<file path="config.mk">
export PLATFORM = sky130hd
export DESIGN_NAME = multi_warp_dispatcher
export DESIGN_NICKNAME = d
export VERILOG_FILES = /design/src/rtl/warp_pkg.sv /design/src/rtl/multi_warp_dispatcher_rr_arbiter.sv /design/src/rtl/multi_warp_dispatcher.sv
export SDC_FILE = /design/constraint.sdc
export NUM_CORES = 2
export LEC_CHECK = 0
export ABC_AREA = 1
export BUFFER_PORTS_ARGS = -buffer_cell sky130_fd_sc_hd__buf_2
export CORE_MARGIN = 3
export CORE_UTILIZATION = 60
export DETAILED_ROUTE_END_ITERATION = 10
export PLACE_DENSITY = 0.76
export SETUP_SLACK_MARGIN = 0.05
export SYNTH_ARGS = -nofsm -noshare
export SYNTH_HDL_FRONTEND = slang
export SYNTH_SLANG_ARGS = --single-unit
</file>
<file path="constraint.sdc">
create_clock -name clk -period 15.3 [get_ports clk]
set_clock_uncertainty 0.15 [all_clocks]
set_input_delay 2.295 -clock clk [delete_from_list [all_inputs] [get_ports clk]]
set_output_delay 2.295 -clock clk [all_outputs]
set_load 0.01 [all_outputs]
</file>
<file path="src/rtl/warp_pkg.sv">
// Shared types and defaults for the multi-warp dispatcher.
package warp_pkg;
  typedef enum logic [1:0] {IDLE, FETCH, DRAIN} warp_ctx_state_e;
  localparam int NUM_WARPS_DEFAULT = 4;
  localparam int BUF_DEPTH_DEFAULT = 4;
endpackage

</file>
<file path="src/rtl/multi_warp_dispatcher_rr_arbiter.sv">
// Round-robin arbiter; pointer moves past the winner on advance.
module rr_arbiter #(
  parameter int N = 4
) (
  input  logic         clk,
  input  logic         rst,
  input  logic [N-1:0] req,
  input  logic         advance,
  output logic [N-1:0] grant
);
  localparam int IW = (N > 1) ? $clog2(N) : 1;

  logic [IW-1:0] ptr_q, ptr_d, idx, gidx;
  logic found;

  always_comb begin
    grant = '0;
    gidx  = ptr_q;
    found = 1'b0;
    idx   = '0;
    for (int i = 0; i < N; i++) begin
      idx = ptr_q + IW'(i);
      if (!found && req[idx]) begin
        found     = 1'b1;
        grant[idx] = 1'b1;
        gidx      = idx;
      end
    end
    ptr_d = ptr_q;
    if (advance && found) ptr_d = gidx + IW'(1);
  end

  always_ff @(posedge clk or posedge rst) begin
    if (rst) ptr_q <= '0;
    else     ptr_q <= ptr_d;
  end
endmodule

</file>
<file path="src/rtl/multi_warp_dispatcher.sv">
// Per-warp fetch/buffer/issue dispatcher. Optional counters: WARP_DISPATCH_STATS_EN.
module multi_warp_dispatcher
  import warp_pkg::*;
#(
  parameter int NUM_WARPS  = NUM_WARPS_DEFAULT,
  parameter int NUM_LANES  = 8,
  parameter int ADDR_WIDTH = 32,
  parameter int BUF_DEPTH  = BUF_DEPTH_DEFAULT,
  parameter int LEN_WIDTH  = 16,
  localparam int WID = $clog2(NUM_WARPS)
) (
  input  logic                  clk,
  input  logic                  rst,
  input  logic                  launch_valid,
  output logic                  launch_ready,
  input  logic [WID-1:0]        launch_warp,
  input  logic [ADDR_WIDTH-1:0] launch_addr,
  input  logic [LEN_WIDTH-1:0]  launch_len,
  input  logic [NUM_LANES-1:0]  launch_mask,
  output logic                  mem_req_valid,
  input  logic                  mem_req_ready,
  output logic [ADDR_WIDTH-1:0] mem_req_addr,
  output logic [WID-1:0]        mem_req_tag,
  input  logic                  mem_resp_valid,
  input  logic [WID-1:0]        mem_resp_tag,
  input  logic [31:0]           mem_resp_data,
  output logic                  issue_valid,
  input  logic                  issue_ready,
  output logic [WID-1:0]        issue_warp,
  output logic [31:0]           issue_instr,
  output logic [NUM_LANES-1:0]  issue_mask,
  output logic                  done_valid,
  output logic [WID-1:0]        done_warp,
  output logic                  launch_error,
  output logic [NUM_WARPS-1:0]  warp_busy
`ifdef WARP_DISPATCH_STATS_EN
  ,
  output logic [31:0]           stat_issued,
  output logic [31:0]           stat_stall
`endif
);
  localparam int PW = $clog2(BUF_DEPTH);
  localparam int CW = PW + 1;

  warp_ctx_state_e       state_q [NUM_WARPS];
  warp_ctx_state_e       state_d [NUM_WARPS];
  logic [ADDR_WIDTH-1:0] addr_q  [NUM_WARPS];
  logic [ADDR_WIDTH-1:0] addr_d  [NUM_WARPS];
  logic [LEN_WIDTH-1:0]  rem_q   [NUM_WARPS];
  logic [LEN_WIDTH-1:0]  rem_d   [NUM_WARPS];
  logic [LEN_WIDTH-1:0]  left_q  [NUM_WARPS];
  logic [LEN_WIDTH-1:0]  left_d  [NUM_WARPS];
  logic [NUM_LANES-1:0]  mask_q  [NUM_WARPS];
  logic [NUM_LANES-1:0]  mask_d  [NUM_WARPS];
  logic [CW-1:0]         occ_q   [NUM_WARPS];
  logic [CW-1:0]         occ_d   [NUM_WARPS];
  logic [CW-1:0]         outs_q  [NUM_WARPS];
  logic [CW-1:0]         outs_d  [NUM_WARPS];
  logic [CW-1:0]         wp_q    [NUM_WARPS];
  logic [CW-1:0]         wp_d    [NUM_WARPS];
  logic [CW-1:0]         rp_q    [NUM_WARPS];
  logic [CW-1:0]         rp_d    [NUM_WARPS];
  logic [31:0]           mem_q   [NUM_WARPS][BUF_DEPTH];

  logic [NUM_WARPS-1:0] idle, buf_ne, fetch_elig, fetch_req;
  logic [NUM_WARPS-1:0] fetch_gnt, issue_gnt;
  logic [NUM_WARPS-1:0] fire_v, push_v, pop_v, ack_v;
  logic [WID-1:0]       fetch_idx, issue_idx;
  logic                 hold_q, hold_d;
  logic [WID-1:0]       hold_tag_q, hold_tag_d;
  logic                 err_q, err_d;
  logic                 launch_hs, launch_ok, req_fire, resp_ok;
  logic                 issue_fire, issue_load;

  logic                 issue_valid_q, issue_valid_d;
  logic [WID-1:0]       issue_warp_q, issue_warp_d;
  logic [31:0]          issue_instr_q, issue_instr_d;
  logic [NUM_LANES-1:0] issue_mask_q, issue_mask_d;

  // Credit counts the held issue slot too, so occupancy only drops on handshake
  always_comb begin
    for (int w = 0; w < NUM_WARPS; w++) begin
      idle[w]       = (state_q[w] == IDLE);
      buf_ne[w]     = (wp_q[w] != rp_q[w]);
      fetch_elig[w] = (state_q[w] == FETCH) &&
                      (({1'b0, occ_q[w]} + {1'b0, outs_q[w]}) <
                       (CW+1)'(BUF_DEPTH));
    end
  end

  // A stalled request pins the arbiter to the same warp
  assign fetch_req = hold_q ? (NUM_WARPS'(1) << hold_tag_q) : fetch_elig;

  rr_arbiter #(.N(NUM_WARPS)) u_fetch_arb (
    .clk     (clk),
    .rst     (rst),
    .req     (fetch_req),
    .advance (req_fire),
    .grant   (fetch_gnt)
  );

  rr_arbiter #(.N(NUM_WARPS)) u_issue_arb (
    .clk     (clk),
    .rst     (rst),
    .req     (buf_ne),
    .advance (issue_load),
    .grant   (issue_gnt)
  );

  always_comb begin
    fetch_idx = '0;
    issue_idx = '0;
    for (int w = 0; w < NUM_WARPS; w++) begin
      if (fetch_gnt[w]) fetch_idx = WID'(w);
      if (issue_gnt[w]) issue_idx = WID'(w);
    end
  end

  assign mem_req_valid = |fetch_gnt;
  assign mem_req_tag   = fetch_idx;
  assign mem_req_addr  = addr_q[fetch_idx];
  assign req_fire      = mem_req_valid && mem_req_ready;
  assign hold_d        = mem_req_valid && !mem_req_ready;
  assign hold_tag_d    = fetch_idx;

  assign resp_ok    = mem_resp_valid && (outs_q[mem_resp_tag] != '0);
  assign issue_fire = issue_valid_q && issue_ready;
  assign issue_load = (!issue_valid_q || issue_ready) && (|buf_ne);

  assign launch_ready = !rst && (|idle);
  assign launch_hs    = launch_valid && launch_ready;
  assign launch_ok    = launch_hs && idle[launch_warp] &&
                        (launch_len != '0);
  assign err_d        = launch_hs && !launch_ok;

  always_comb begin
    for (int w = 0; w < NUM_WARPS; w++) begin
      fire_v[w] = req_fire && fetch_gnt[w];
      push_v[w] = resp_ok && (mem_resp_tag == WID'(w));
      pop_v[w]  = issue_load && issue_gnt[w];
      ack_v[w]  = issue_fire && (issue_warp_q == WID'(w));
    end
  end

  always_comb begin
    state_d = state_q;
    addr_d  = addr_q;
    rem_d   = rem_q;
    left_d  = left_q;
    mask_d  = mask_q;
    for (int w = 0; w < NUM_WARPS; w++) begin
      if (launch_ok && launch_warp == WID'(w)) begin
        state_d[w] = FETCH;
        addr_d[w]  = launch_addr;
        rem_d[w]   = launch_len;
        left_d[w]  = launch_len;
        mask_d[w]  = launch_mask;
      end
      if (fire_v[w]) begin
        addr_d[w] = addr_q[w] + ADDR_WIDTH'(4);
        rem_d[w]  = rem_q[w] - LEN_WIDTH'(1);
        if (rem_q[w] == LEN_WIDTH'(1)) state_d[w] = DRAIN;
      end
      if (ack_v[w]) begin
        left_d[w] = left_q[w] - LEN_WIDTH'(1);
        if (left_q[w] == LEN_WIDTH'(1)) state_d[w] = IDLE;
      end
      outs_d[w] = outs_q[w] + CW'(fire_v[w]) - CW'(push_v[w]);
      occ_d[w]  = occ_q[w] + CW'(push_v[w]) - CW'(ack_v[w]);
      wp_d[w]   = wp_q[w] + CW'(push_v[w]);
      rp_d[w]   = rp_q[w] + CW'(pop_v[w]);
    end
  end

  always_comb begin
    issue_valid_d = issue_valid_q;
    issue_warp_d  = issue_warp_q;
    issue_instr_d = issue_instr_q;
    issue_mask_d  = issue_mask_q;
    if (!issue_valid_q || issue_ready) begin
      issue_valid_d = |buf_ne;
      if (|buf_ne) begin
        issue_warp_d  = issue_idx;
        issue_instr_d = mem_q[issue_idx][rp_q[issue_idx][PW-1:0]];
        issue_mask_d  = mask_q[issue_idx];
      end
    end
  end

  always_ff @(posedge clk) begin
    if (resp_ok)
      mem_q[mem_resp_tag][wp_q[mem_resp_tag][PW-1:0]] <= mem_resp_data;
  end

  always_ff @(posedge clk or posedge rst) begin
    if (rst) begin
      for (int w = 0; w < NUM_WARPS; w++) begin
        state_q[w] <= IDLE;
        addr_q[w]  <= '0;
        rem_q[w]   <= '0;
        left_q[w]  <= '0;
        mask_q[w]  <= '0;
        occ_q[w]   <= '0;
        outs_q[w]  <= '0;
        wp_q[w]    <= '0;
        rp_q[w]    <= '0;
      end
      hold_q        <= 1'b0;
      hold_tag_q    <= '0;
      err_q         <= 1'b0;
      issue_valid_q <= 1'b0;
      issue_warp_q  <= '0;
      issue_instr_q <= '0;
      issue_mask_q  <= '0;
    end else begin
      state_q       <= state_d;
      addr_q        <= addr_d;
      rem_q         <= rem_d;
      left_q        <= left_d;
      mask_q        <= mask_d;
      occ_q         <= occ_d;
      outs_q        <= outs_d;
      wp_q          <= wp_d;
      rp_q          <= rp_d;
      hold_q        <= hold_d;
      hold_tag_q    <= hold_tag_d;
      err_q         <= err_d;
      issue_valid_q <= issue_valid_d;
      issue_warp_q  <= issue_warp_d;
      issue_instr_q <= issue_instr_d;
      issue_mask_q  <= issue_mask_d;
    end
  end

  assign issue_valid  = issue_valid_q;
  assign issue_warp   = issue_warp_q;
  assign issue_instr  = issue_instr_q;
  assign issue_mask   = issue_mask_q;
  assign done_valid   = issue_fire &&
                        (left_q[issue_warp_q] == LEN_WIDTH'(1));
  assign done_warp    = issue_warp_q;
  assign launch_error = err_q;
  assign warp_busy    = ~idle;

`ifdef WARP_DISPATCH_STATS_EN
  logic [31:0] stat_issued_q, stat_issued_d;
  logic [31:0] stat_stall_q, stat_stall_d;

  always_comb begin
    stat_issued_d = stat_issued_q;
    stat_stall_d  = stat_stall_q;
    if (issue_fire && stat_issued_q != '1)
      stat_issued_d = stat_issued_q + 32'd1;
    if (issue_valid_q && !issue_ready && stat_stall_q != '1)
      stat_stall_d = stat_stall_q + 32'd1;
  end

  always_ff @(posedge clk or posedge rst) begin
    if (rst) begin
      stat_issued_q <= '0;
      stat_stall_q  <= '0;
    end else begin
      stat_issued_q <= stat_issued_d;
      stat_stall_q  <= stat_stall_d;
    end
  end

  assign stat_issued = stat_issued_q;
  assign stat_stall  = stat_stall_q;
`endif
endmodule

</file>
==> out/results.txt <==
Worst-path clk slew - 0.06 ns
Ys Warns - 0
Placed Cells incl. Taps - 6281
hold buffers post-CTS - 0
TritonCTS clock tree - yes
clock sinks - 907
row count - 101
maxcap violations - 0
sequential power share - 26.7%
worst min-delay path class - flop to flop
post-synthesis cell type count - 66
critical path startpoint category - flop
DRT iter0 DRCs - 4229
Logic pwr share - 54.5%
largest net degree at the start of global routing - 168
post-synthesis instance area - 46300 sq um
status - complete, no violations
Die Ht - 284 microns
Setup crit end kind - primary output
Initial Util - 60.7%
post-synthesis average cell area - 8.80 sq um
post-layout min period - 7.31 ns
Clock Tree Buf Depth - 3
clock share of power - 18.8%
Worst EP required - 12.86 ns
All-Layer GR Usage - 33.3%
first-pass GRT wire length - 211 mm
setup TNS - 0 ns
Final Wtd Congestion - 0.995
area growth from synthesis to layout - 10.8%
Post-Syn Instances - 5261
Power Total - 13000 uW
Fin. Hold Viols - 0
Slew Limit Headroom - 6.86%
Post-layout nets - 5529
unrepaired setup endpoints after global routing - false
core area - 76200 sq um
CTS root buf - clkbuf_16
die area - 80500 sq um
I/O pins - 185
vias in the first global route - 36911
CP arrival - 4.86 ns
Post CTS Setup Buffer Count - 0
P_leak - 0.0226 uW
worst skew pair latency - 0.69 ns
layout cell share with drive strength beyond 1 - 8.80%
final slew viol count - 0
P_sw - 6390 uW
Sw Share - 49.2%
Residual DRC - 0
sequential-to-total area share from yosys stat - 54.6%
die width - 284 microns
H-Tree Depth - 3
drt pass-1 iters - 6
Synth Flop Type - edfxtp_1
peak supply drop - 0.304 mV
Least-Margin Pin Slew - 1.38 ns
CTS Buf Count - 95
asr flop ratio synth - 43.6%
via count - 38491
Via density - 5.95
grt total ovfl - 0
CP max FO - 84
initial antenna violation count - 15
Net Count, Synth - 5442
drt wl/cell - 21.0 microns
Port Buf Inserts - 184
drt total wl - 136 mm
P_int - 6620 uW
DP HPWL - 82.1 mm
Tcrit/Tclk final - 47.8%
antenna-violating nets left - 0
EDFF count, synth - 512
fmax - 0.137 GHz
Setup Viol. Count Final - 0
PD cells - 254 nW/um^2
Yosys reg bits - 907
Resize count post-CTS - 0
fin cells - 6473
critical path type - flop to primary output
==> placed cells by master, fill, tap and decap left out, drive strengths merged, types with 3 or more instances in the layout <==
master    instances
o211ai           94
nand4            87
or2               5
fa                8
bufinv           11
nor2            593
nand3           631
xor2            105
nor3             55
xnor2            38
clkinv           31
a221oi            3
o21ai           243
o311ai           20
or3               3
o31ai             3
nand3b           34
edfxtp          512
clkinvlp          3
inv             667
a211oi            5
a31oi             5
diode            12
o221ai           37
ha               75
nand2          1158
o22ai            26
clkbuf          134
a21oi           169
buf             236
nor4             21
dfrtp           395
==> through the flow <==
step	hold slack [ns]	cell area, sq um	utilization (%)	setup WS [ns]
2_1_floorplan	0.298	46300	-	1.87
3_3_place_gp	0.309	47900	62.8	8.83
3_5_place_dp	0.310	47900	62.8	8.82
4_1_cts	0.328	51200	67.2	8.09
5_1_grt	0.337	51300	67.3	7.65
6_report	0.327	51300	67.3	7.99
==> power by group through the flow <==
stage	sequential (uW)	combinational [uW]	clock, uW
2_1_floorplan	3410	5020	0
3_3_place_gp	3490	6810	0
3_5_place_dp	3500	6950	0
4_1_cts	3460	7020	2460
5_1_grt	3530	7840	2560
6_report	3480	7090	2450
==> final timing paths <==
kind | startpoint | endpoint | slack (ns) | cells after the start
setup / recovery | u_fetch_arb.ptr_q[1] | mem_req_addr[12] | 7.99 | 15
hold / removal | issue_instr[2] | issue_instr[2] | 0.33 | 2
setup reg to reg | u_issue_arb.ptr_q[0] | issue_instr[14] | 9.17 | 22
hold reg to reg | issue_instr[2] | issue_instr[2] | 0.33 | 2
max in group asynchronous | rst | left_q[13] | 11.94 | 3
min in group asynchronous | rst | launch_error | 1.61 | 2
==> synthesized netlist by cell type, drive strengths merged (21+ instances only) <==
| cell type | number | area [sq um] |
|---|---|---|
| o21ai | 243 | 1220 |
| xor2 | 105 | 920 |
| xnor2 | 38 | 333 |
| clkbuf | 96 | 360 |
| o211ai | 94 | 706 |
| inv | 662 | 2480 |
| o22ai | 26 | 163 |
| nand3b | 34 | 255 |
| o221ai | 37 | 324 |
| nand4 | 87 | 566 |
| nor3 | 55 | 315 |
| nor2 | 593 | 2290 |
| nor4 | 21 | 131 |
| edfxtp | 512 | 15400 |
| dfrtp | 395 | 9880 |
| nand3 | 631 | 3220 |
| ha | 75 | 938 |
| buf | 150 | 836 |
| a21oi | 169 | 850 |
| nand2 | 1158 | 4390 |
==> metal layers <==
layer / share of wire (%) / wire length, microns / global-route usage, %
met1: 38 / 51800 / 42.7
met2: 47 / 64300 / 54.7
met3: 9.7 / 13100 / 6.18
met4: 5.0 / 6780 / 16.5
met5: 0.014 / 19 / 0
==> final cells by class <==
type,instances,area [sq um]
sequential,907,25300
multi-input combinational,3442,17500
tap,1030,1290
clock inverter,46,652
fill,6002,24900
timing repair buffer,236,1340
clock buffer,134,2700
antenna,12,30.0
inverter,666,2510
==> kinds of logic (layout without fill, tap and decap cells) <==
kind of cell    after synthesis  count (layout)  synth area share, %
xor+xnor                    143             143                 2.71
simple gates               2591            2591                 24.3
fa+ha+maj                    83              83                 2.37
compound gates              625             625                 8.04
other cells                   0              12                    0
flops                       907             907                 54.6
buf+inv                     912            1082                 7.99
==> worst max-delay path, cell delays in order (launching register included) <==
cell and delay [ns]:
dfrtp_1 0.52, inv_1 0.22, ha_1 0.39, inv_1 0.09, nand3_1 0.10, nand2_2 0.10, nor2_2 0.32, nand4_1 0.17
nand3_2 0.36, inv_2 0.24, a21oi_4 0.16, buf_4 0.63, inv_2 0.40, nor2_1 0.19, o22ai_1 0.10, buf_2 0.15
==> flip-flops by register name (all words and copies together), names as in the netlist, 2 cells and up <==
| signal | cells |
|---|---|
| addr_q | 128 |
| done_warp | 2 |
| hold_tag_q | 2 |
| issue_instr | 32 |
| issue_mask | 8 |
| left_q | 64 |
| mask_q | 32 |
| mem_q | 512 |
| occ_q | 12 |
| outs_q | 12 |
| rem_q | 64 |
| rp_q | 12 |
| state_q | 8 |
| u_fetch_arb.ptr_q | 2 |
| u_issue_arb.ptr_q | 2 |
| wp_q | 12 |
No activity file was read; power rests on OpenSTA's default activity.
